$ cat src/rtl/pipeline_divider_pkg.sv
// Late-stage op codes and divider state encoding shared by the decoder,
// the late ALU stage and the divider.
package pipeline_divider_pkg;

    localparam logic [5:0] OP_MULT = 6'b000100;
    localparam logic [5:0] OP_MTHI = 6'b000101;
    localparam logic [5:0] OP_MTLO = 6'b000110;
    localparam logic [5:0] OP_DIV  = 6'b000111;
    localparam logic [5:0] OP_DIVU = 6'b001000;

    typedef enum logic [1:0] {
        IDLE   = 2'd0,
        RUN    = 2'd1,
        FINISH = 2'd2
    } div_state_t;

    function automatic logic is_div_op(input logic [5:0] op);
        return (op == OP_DIV) || (op == OP_DIVU);
    endfunction

endpackage

$ cat src/rtl/pipeline_divider_if.sv
// Request/result bundle between the late ALU stage (master) and the divider (slave).
interface pipeline_divider_if #(
    parameter int WIDTH = 32
);
    logic             start;
    logic [5:0]       op;
    logic [WIDTH-1:0] a0;
    logic [WIDTH-1:0] a1;
    logic             flush;
    logic             busy;
    logic             done;
    logic [WIDTH-1:0] quot;
    logic [WIDTH-1:0] rem;

    modport master (
        output start, op, a0, a1, flush,
        input  busy, done, quot, rem
    );

    modport slave (
        input  start, op, a0, a1, flush,
        output busy, done, quot, rem
    );
endinterface

$ cat src/rtl/pipeline_divider.sv
// Iterative restoring divider for div/divu: one quotient bit per cycle,
// sign correction in a final cycle, results held until the next completion.
module pipeline_divider
    import pipeline_divider_pkg::*;
#(
    parameter int WIDTH = 32
) (
    input  logic               clk,
    input  logic               rst,
    pipeline_divider_if.slave  dif
);

    localparam int CNT_W = $clog2(WIDTH);
    localparam logic [CNT_W-1:0] CNT_LAST = CNT_W'(WIDTH - 1);

    div_state_t       state_q, state_d;
    logic [CNT_W-1:0] cnt_q, cnt_d;
    logic [WIDTH-1:0] acc_q, acc_d;
    logic [WIDTH-1:0] dvd_q, dvd_d;
    logic [WIDTH-1:0] dvs_q, dvs_d;
    logic             sgn_op_q, sgn_op_d;
    logic             sign_a_q, sign_a_d;
    logic             sign_b_q, sign_b_d;
    logic             div0_q, div0_d;
    logic [WIDTH-1:0] quot_q, quot_d;
    logic [WIDTH-1:0] rem_q, rem_d;
    logic             done_q, done_d;

    logic             accept;
    logic [WIDTH:0]   partial;
    logic [WIDTH:0]   diff;
    logic             ge;

    assign accept = dif.start && !dif.flush && is_div_op(dif.op);

    always_ff @(posedge clk) begin
        if (rst) begin
            state_q  <= IDLE;
            cnt_q    <= '0;
            acc_q    <= '0;
            dvd_q    <= '0;
            dvs_q    <= '0;
            sgn_op_q <= 1'b0;
            sign_a_q <= 1'b0;
            sign_b_q <= 1'b0;
            div0_q   <= 1'b0;
            quot_q   <= '0;
            rem_q    <= '0;
            done_q   <= 1'b0;
        end else begin
            state_q  <= state_d;
            cnt_q    <= cnt_d;
            acc_q    <= acc_d;
            dvd_q    <= dvd_d;
            dvs_q    <= dvs_d;
            sgn_op_q <= sgn_op_d;
            sign_a_q <= sign_a_d;
            sign_b_q <= sign_b_d;
            div0_q   <= div0_d;
            quot_q   <= quot_d;
            rem_q    <= rem_d;
            done_q   <= done_d;
        end
    end

    always_comb begin
        state_d = state_q;
        case (state_q)
            IDLE:    if (accept) state_d = RUN;
            RUN:     if (dif.flush) state_d = IDLE;
                     else if (cnt_q == CNT_LAST) state_d = FINISH;
            FINISH:  state_d = IDLE;
            default: state_d = IDLE;
        endcase
    end

    // Remainder after divisor==0 ends up equal to the dividend magnitude, so
    // the normal sign fix on rem reproduces a0; only quot needs overriding.
    always_comb begin
        cnt_d    = cnt_q;
        acc_d    = acc_q;
        dvd_d    = dvd_q;
        dvs_d    = dvs_q;
        sgn_op_d = sgn_op_q;
        sign_a_d = sign_a_q;
        sign_b_d = sign_b_q;
        div0_d   = div0_q;
        quot_d   = quot_q;
        rem_d    = rem_q;
        done_d   = 1'b0;
        partial  = {acc_q, dvd_q[WIDTH-1]};
        diff     = partial - {1'b0, dvs_q};
        ge       = (partial >= {1'b0, dvs_q});
        case (state_q)
            IDLE: begin
                if (accept) begin
                    sgn_op_d = (dif.op == OP_DIV);
                    sign_a_d = dif.a0[WIDTH-1];
                    sign_b_d = dif.a1[WIDTH-1];
                    div0_d   = (dif.a1 == '0);
                    dvd_d    = (sgn_op_d && sign_a_d) ? -dif.a0 : dif.a0;
                    dvs_d    = (sgn_op_d && sign_b_d) ? -dif.a1 : dif.a1;
                    acc_d    = '0;
                    cnt_d    = '0;
                end
            end
            RUN: begin
                if (!dif.flush) begin
                    acc_d = ge ? diff[WIDTH-1:0] : partial[WIDTH-1:0];
                    dvd_d = {dvd_q[WIDTH-2:0], ge};
                    cnt_d = cnt_q + 1'b1;
                end
            end
            FINISH: begin
                if (!dif.flush) begin
                    if (div0_q)
                        quot_d = '1;
                    else
                        quot_d = (sgn_op_q && (sign_a_q ^ sign_b_q)) ? -dvd_q : dvd_q;
                    rem_d  = (sgn_op_q && sign_a_q) ? -acc_q : acc_q;
                    done_d = 1'b1;
                end
            end
            default: ;
        endcase
    end

    always_comb begin
        dif.busy = (state_q != IDLE);
        dif.done = done_q;
        dif.quot = quot_q;
        dif.rem  = rem_q;
    end

endmodule

$ cat src/flat_wrapper.sv
// flat-port wrapper written by rule: the top's interface ports become plain ports
module pipeline_divider_flat import pipeline_divider_pkg::*;
#(
    parameter int WIDTH = 32
)
  (clk, rst, dif_start, dif_op, dif_a0, dif_a1, dif_flush, dif_busy, dif_done, dif_quot, dif_rem);
  pipeline_divider_if #(.WIDTH(WIDTH)) dif_i ();
  input  logic clk;
  input  logic rst;
  input wire logic [$bits(dif_i.start)-1:0] dif_start;
  input wire logic [$bits(dif_i.op)-1:0] dif_op;
  input wire logic [$bits(dif_i.a0)-1:0] dif_a0;
  input wire logic [$bits(dif_i.a1)-1:0] dif_a1;
  input wire logic [$bits(dif_i.flush)-1:0] dif_flush;
  output wire logic [$bits(dif_i.busy)-1:0] dif_busy;
  output wire logic [$bits(dif_i.done)-1:0] dif_done;
  output wire logic [$bits(dif_i.quot)-1:0] dif_quot;
  output wire logic [$bits(dif_i.rem)-1:0] dif_rem;
  assign dif_i.start = dif_start;
  assign dif_i.op = dif_op;
  assign dif_i.a0 = dif_a0;
  assign dif_i.a1 = dif_a1;
  assign dif_i.flush = dif_flush;
  assign dif_busy = dif_i.busy;
  assign dif_done = dif_i.done;
  assign dif_quot = dif_i.quot;
  assign dif_rem = dif_i.rem;
  pipeline_divider #(.WIDTH(WIDTH)) u_core (.clk(clk), .rst(rst), .dif(dif_i));
endmodule
$ cat config.mk
export PLATFORM = sky130hd
export DESIGN_NAME = pipeline_divider_flat
export DESIGN_NICKNAME = d
export VERILOG_FILES = /design/src/rtl/pipeline_divider_pkg.sv /design/src/rtl/pipeline_divider_if.sv /design/src/rtl/pipeline_divider.sv /design/src/flat_wrapper.sv
export SDC_FILE = /design/constraint.sdc
export NUM_CORES = 1
export LEC_CHECK = 0
export ABC_AREA = 1
export BUFFER_PORTS_ARGS = -buffer_cell sky130_fd_sc_hd__buf_4
export CORE_ASPECT_RATIO = 0.6
export CORE_MARGIN = 2
export CORE_UTILIZATION = 55
export DETAILED_ROUTE_END_ITERATION = 16
export PLACE_DENSITY = 0.75
export REMOVE_ABC_BUFFERS = 1
export SLEW_MARGIN = 20
export SYNTH_ARGS = -nofsm -noshare
export SYNTH_HDL_FRONTEND = slang
export SYNTH_SLANG_ARGS = --single-unit
$ cat constraint.sdc
create_clock -name clk -period 2.2 [get_ports clk]
set_input_delay 0.11 -clock clk [delete_from_list [all_inputs] [get_ports clk]]
set_output_delay 0.11 -clock clk [all_outputs]
set_load 0.01 [all_outputs]
==> impl_metrics.toml <==
[route]
ant_nets = 0
drt-initial-drc-count = 2140
first_pass_iters = 6
wl_per_cell_um = 18.97
wl_um = 52030
drc = 0
vias = 15990
viasPerCell = 5.830

[hold_path]
hold_start = "dif_a1[23]"
min_path_cells = 5
hold_path_class = "input pin to flop"
worst_hold_path.endpoint = "u_core.dvs_q[23]"

[timing]
setup_viol = 6
fmax_mhz = 448.4
finalCriticalPeriod_ns = 2.230
rsz0062_at_grt = "yes"
finalWorstSetupSlack_ns = -0.03024
hold_viol_final = 0
holdWs_ns = 0.01045
maxSlewHeadroom_pct = 52.06
post-route-period-util_pct = 101.4
worstMarginPinSlew_ns = 0.7190
slew_violations = 0
clock_skew_ns = 0.01339

[yosys]
synth_cells = 2142
yosysSeqAreaShare_pct = 26.61
synth_area_leaders = "dfxtp_1 27%, nand2_1 15%, inv_1 10%"
synth_top_cell_by_area = "dfxtp_1"
yosys_most_used_dff = "dfxtp_1"
synth_top_area_share_pct = 26.61
yosys_warnings = 0
synth_area_per_cell_um2 = 6.042
synthesis.area_um2 = 12940
synth_enable_flop_cells = 0
async_flop_share_pct = 0
ys_types = 47
ys_ff_latch = 172

[worst_setup_path]
crit_fanout = 6
endpoint_kind = "flop"
worst_setup_path_start_kind = "flop"
r2r_setup_slack_ns = -0.03
crit_arrival_ns = 2.56
r2r-end = "u_core.dvd_q[0]"
critical_path_class = "flop to flop"
worstPathRequired_ns = 2.53
worstRegToRegCells = 15
r2r-start = "u_core.acc_q[2]"

[layout]
syn_to_final_growth_pct = 34.53
drive_gt1_share_pct = 25.22
n_antenna_cell = 0
finalNetCount = 2528

[global_routing]
track_usage_pct = 38.69
grt-ovfl-total = 0
grt_antenna_before_repair = 0
grt_max_degree = 62
grt_first_pass_wirelength_um = 74060
first_global_vias = 13560

[cts]
insertion_delay_ns = 0.45
clkTransAtPathRegs_ns = 0.07
cts_num_sinks = 172
cts_root_buf = "clkbuf_16"
numCtsBuffers = 17
clock_path_buffers = 2
cts_tree = "done"
htree_levels = 4

[die]
core_area_um2 = 23080
fp.dieArea_um2 = 24810
rows = 43
die-width_um = 202.0
ios = 140
start_util_pct = 56.07
die_h_um = 122.8

[pwr]
leakagePower_uw = 0.008772
power_density_nw_per_um2 = 453.9
total_power_uw = 7903
ir_drop_uv = 504.9

[placement]
gp_congestion = 1.044
port_buffers = 139
dp_hpwl_um = 37310

[flow_run]
drv_cap = 0

[status]
run_status = "complete, but fails checks"
violations = "negative setup slack"
==> per-layer routing <==
metal	track usage [%]	share of wire [%]	up-vias
met5	0	0	-
met4	8.088	1.9	0
met3	12.08	15	109
met2	50.43	38	1100
met1	60.20	45	7344
li1	-	-	7432
==> stage by stage <==
stage	instance area [µm²]	setup slack (ns)	std cells	TNS [ns]	utilization, %
floorplan	12570	-1.080	2063	-72.23	-
global placement	15170	-0.1630	2658	-0.8610	65.71
detailed placement	15170	-0.08764	2658	-0.6362	65.71
CTS	16120	-0.02394	2710	-0.09063	69.85
global route	17410	-0.1158	2742	-2.206	75.43
finish	17410	-0.03024	2742	-0.1022	75.43
==> cell usage in the layout, fill, tap and decap left out, drive strengths merged, types with 22 or more instances in the layout <==
| cell | n |
|---|---|
| a21oi | 192 |
| xor2 | 43 |
| nor2 | 182 |
| o21ai | 151 |
| buf | 307 |
| inv | 375 |
| nor3 | 39 |
| nand2 | 520 |
| dfxtp | 172 |
| clkbuf | 24 |
| xnor2 | 22 |
| ha | 38 |
| nand3 | 184 |
| nand4 | 25 |
==> kinds of logic after synthesis <==
kind of cell	synth area share [%]
and+or+nand+nor	32.88
AOI/OAI and AO/OA	18.45
buffers and inverters	13.84
adders and majority gates	3.829
xor gates and xnor gates	4.399
DFF	26.61
==> cells in the mapped netlist, types with 5 or more instances <==
master	number
a31oi_1	5
nand4_1	25
o21ai_0	145
dfxtp_1	172
inv_1	360
ha_1	38
o21bai_1	17
nor3_1	38
clkbuf_1	41
nand3_2	7
o21a_1	13
nor4_1	8
o211ai_1	17
a21oi_2	6
a21oi_1	186
nand3b_1	11
clkinv_1	6
xor2_1	43
o21ai_1	5
o221ai_1	21
nor2_2	10
nor2_1	168
buf_1	9
nand2_1	512
nand2_2	7
nand3_1	177
buf_6	5
xnor2_1	22
buf_2	20
inv_2	12
or2_2	6
==> worst max-delay path, cell delays in order, from the launching register on <==
cell and delay, ns:
dfxtp_1 0.43, ha_4 0.26, nand2_4 0.09, inv_1 0.06
nand2_1 0.12, nand2_1 0.07, nand2_1 0.10, nand3_4 0.12
nand2_4 0.12, nand2_4 0.07, nand2_8 0.11, nand2_8 0.11
clkbuf_16 0.18, buf_6 0.11, o21ai_2 0.09, a21oi_1 0.06
==> final cells by class <==
type,instances,area (µm²)
Timing Repair Buffer,333,2794
Inverter,378,1424
Sequential cell,172,3475
Clock inverter,13,158.9
Multi-Input combinational cell,1513,8735
Clock buffer,18,429.2
Fill cell,1809,5672
Tap cell,315,394.1
==> flip-flops by register name, summed over array words and instances, names as in the netlist <==
signal	count
u_core.acc_q	32
u_core.cnt_q	5
u_core.dif.done	1
u_core.dif.quot	32
u_core.dif.rem	32
u_core.div0_q	1
u_core.dvd_q	32
u_core.dvs_q	32
u_core.sgn_op_q	1
u_core.sign_a_q	1
u_core.sign_b_q	1
u_core.state_q	2
==> how the worst max path moves through the flow <==
stage,start,slack [ns],to
floorplan,u_core.state_q[0],-1.08,u_core.dvd_q[12]
global route,u_core.acc_q[2],-0.12,u_core.acc_q[2]
global placement,u_core.dvs_q[20],-0.16,u_core.acc_q[27]
finish,u_core.acc_q[2],-0.03,u_core.dvd_q[0]
detailed placement,u_core.dvs_q[15],-0.09,u_core.acc_q[27]
CTS,u_core.dvs_q[14],-0.02,u_core.acc_q[19]
==> where the power goes <==
part | leakage, µW | switching (µW) | internal [µW]
Sequential | 0.00140 | 9.99 | 3120
Combinational | 0.00709 | 928 | 659
Clock | 0.000284 | 1480 | 1700
Total | 0.00877 | 2420 | 5480
==> timing repair <==
action / in CTS / in global routing
pin swaps: 0 / 53
endpoints found under the hold margin: 20 / 0
setup endpoints to repair: 36 / 56
cloned: 1 / 7
gates resized for setup: 25 / 244
hold buffers: 20 / 0
setup buffers: 0 / 25
Power figures use the tool's default switching activity.
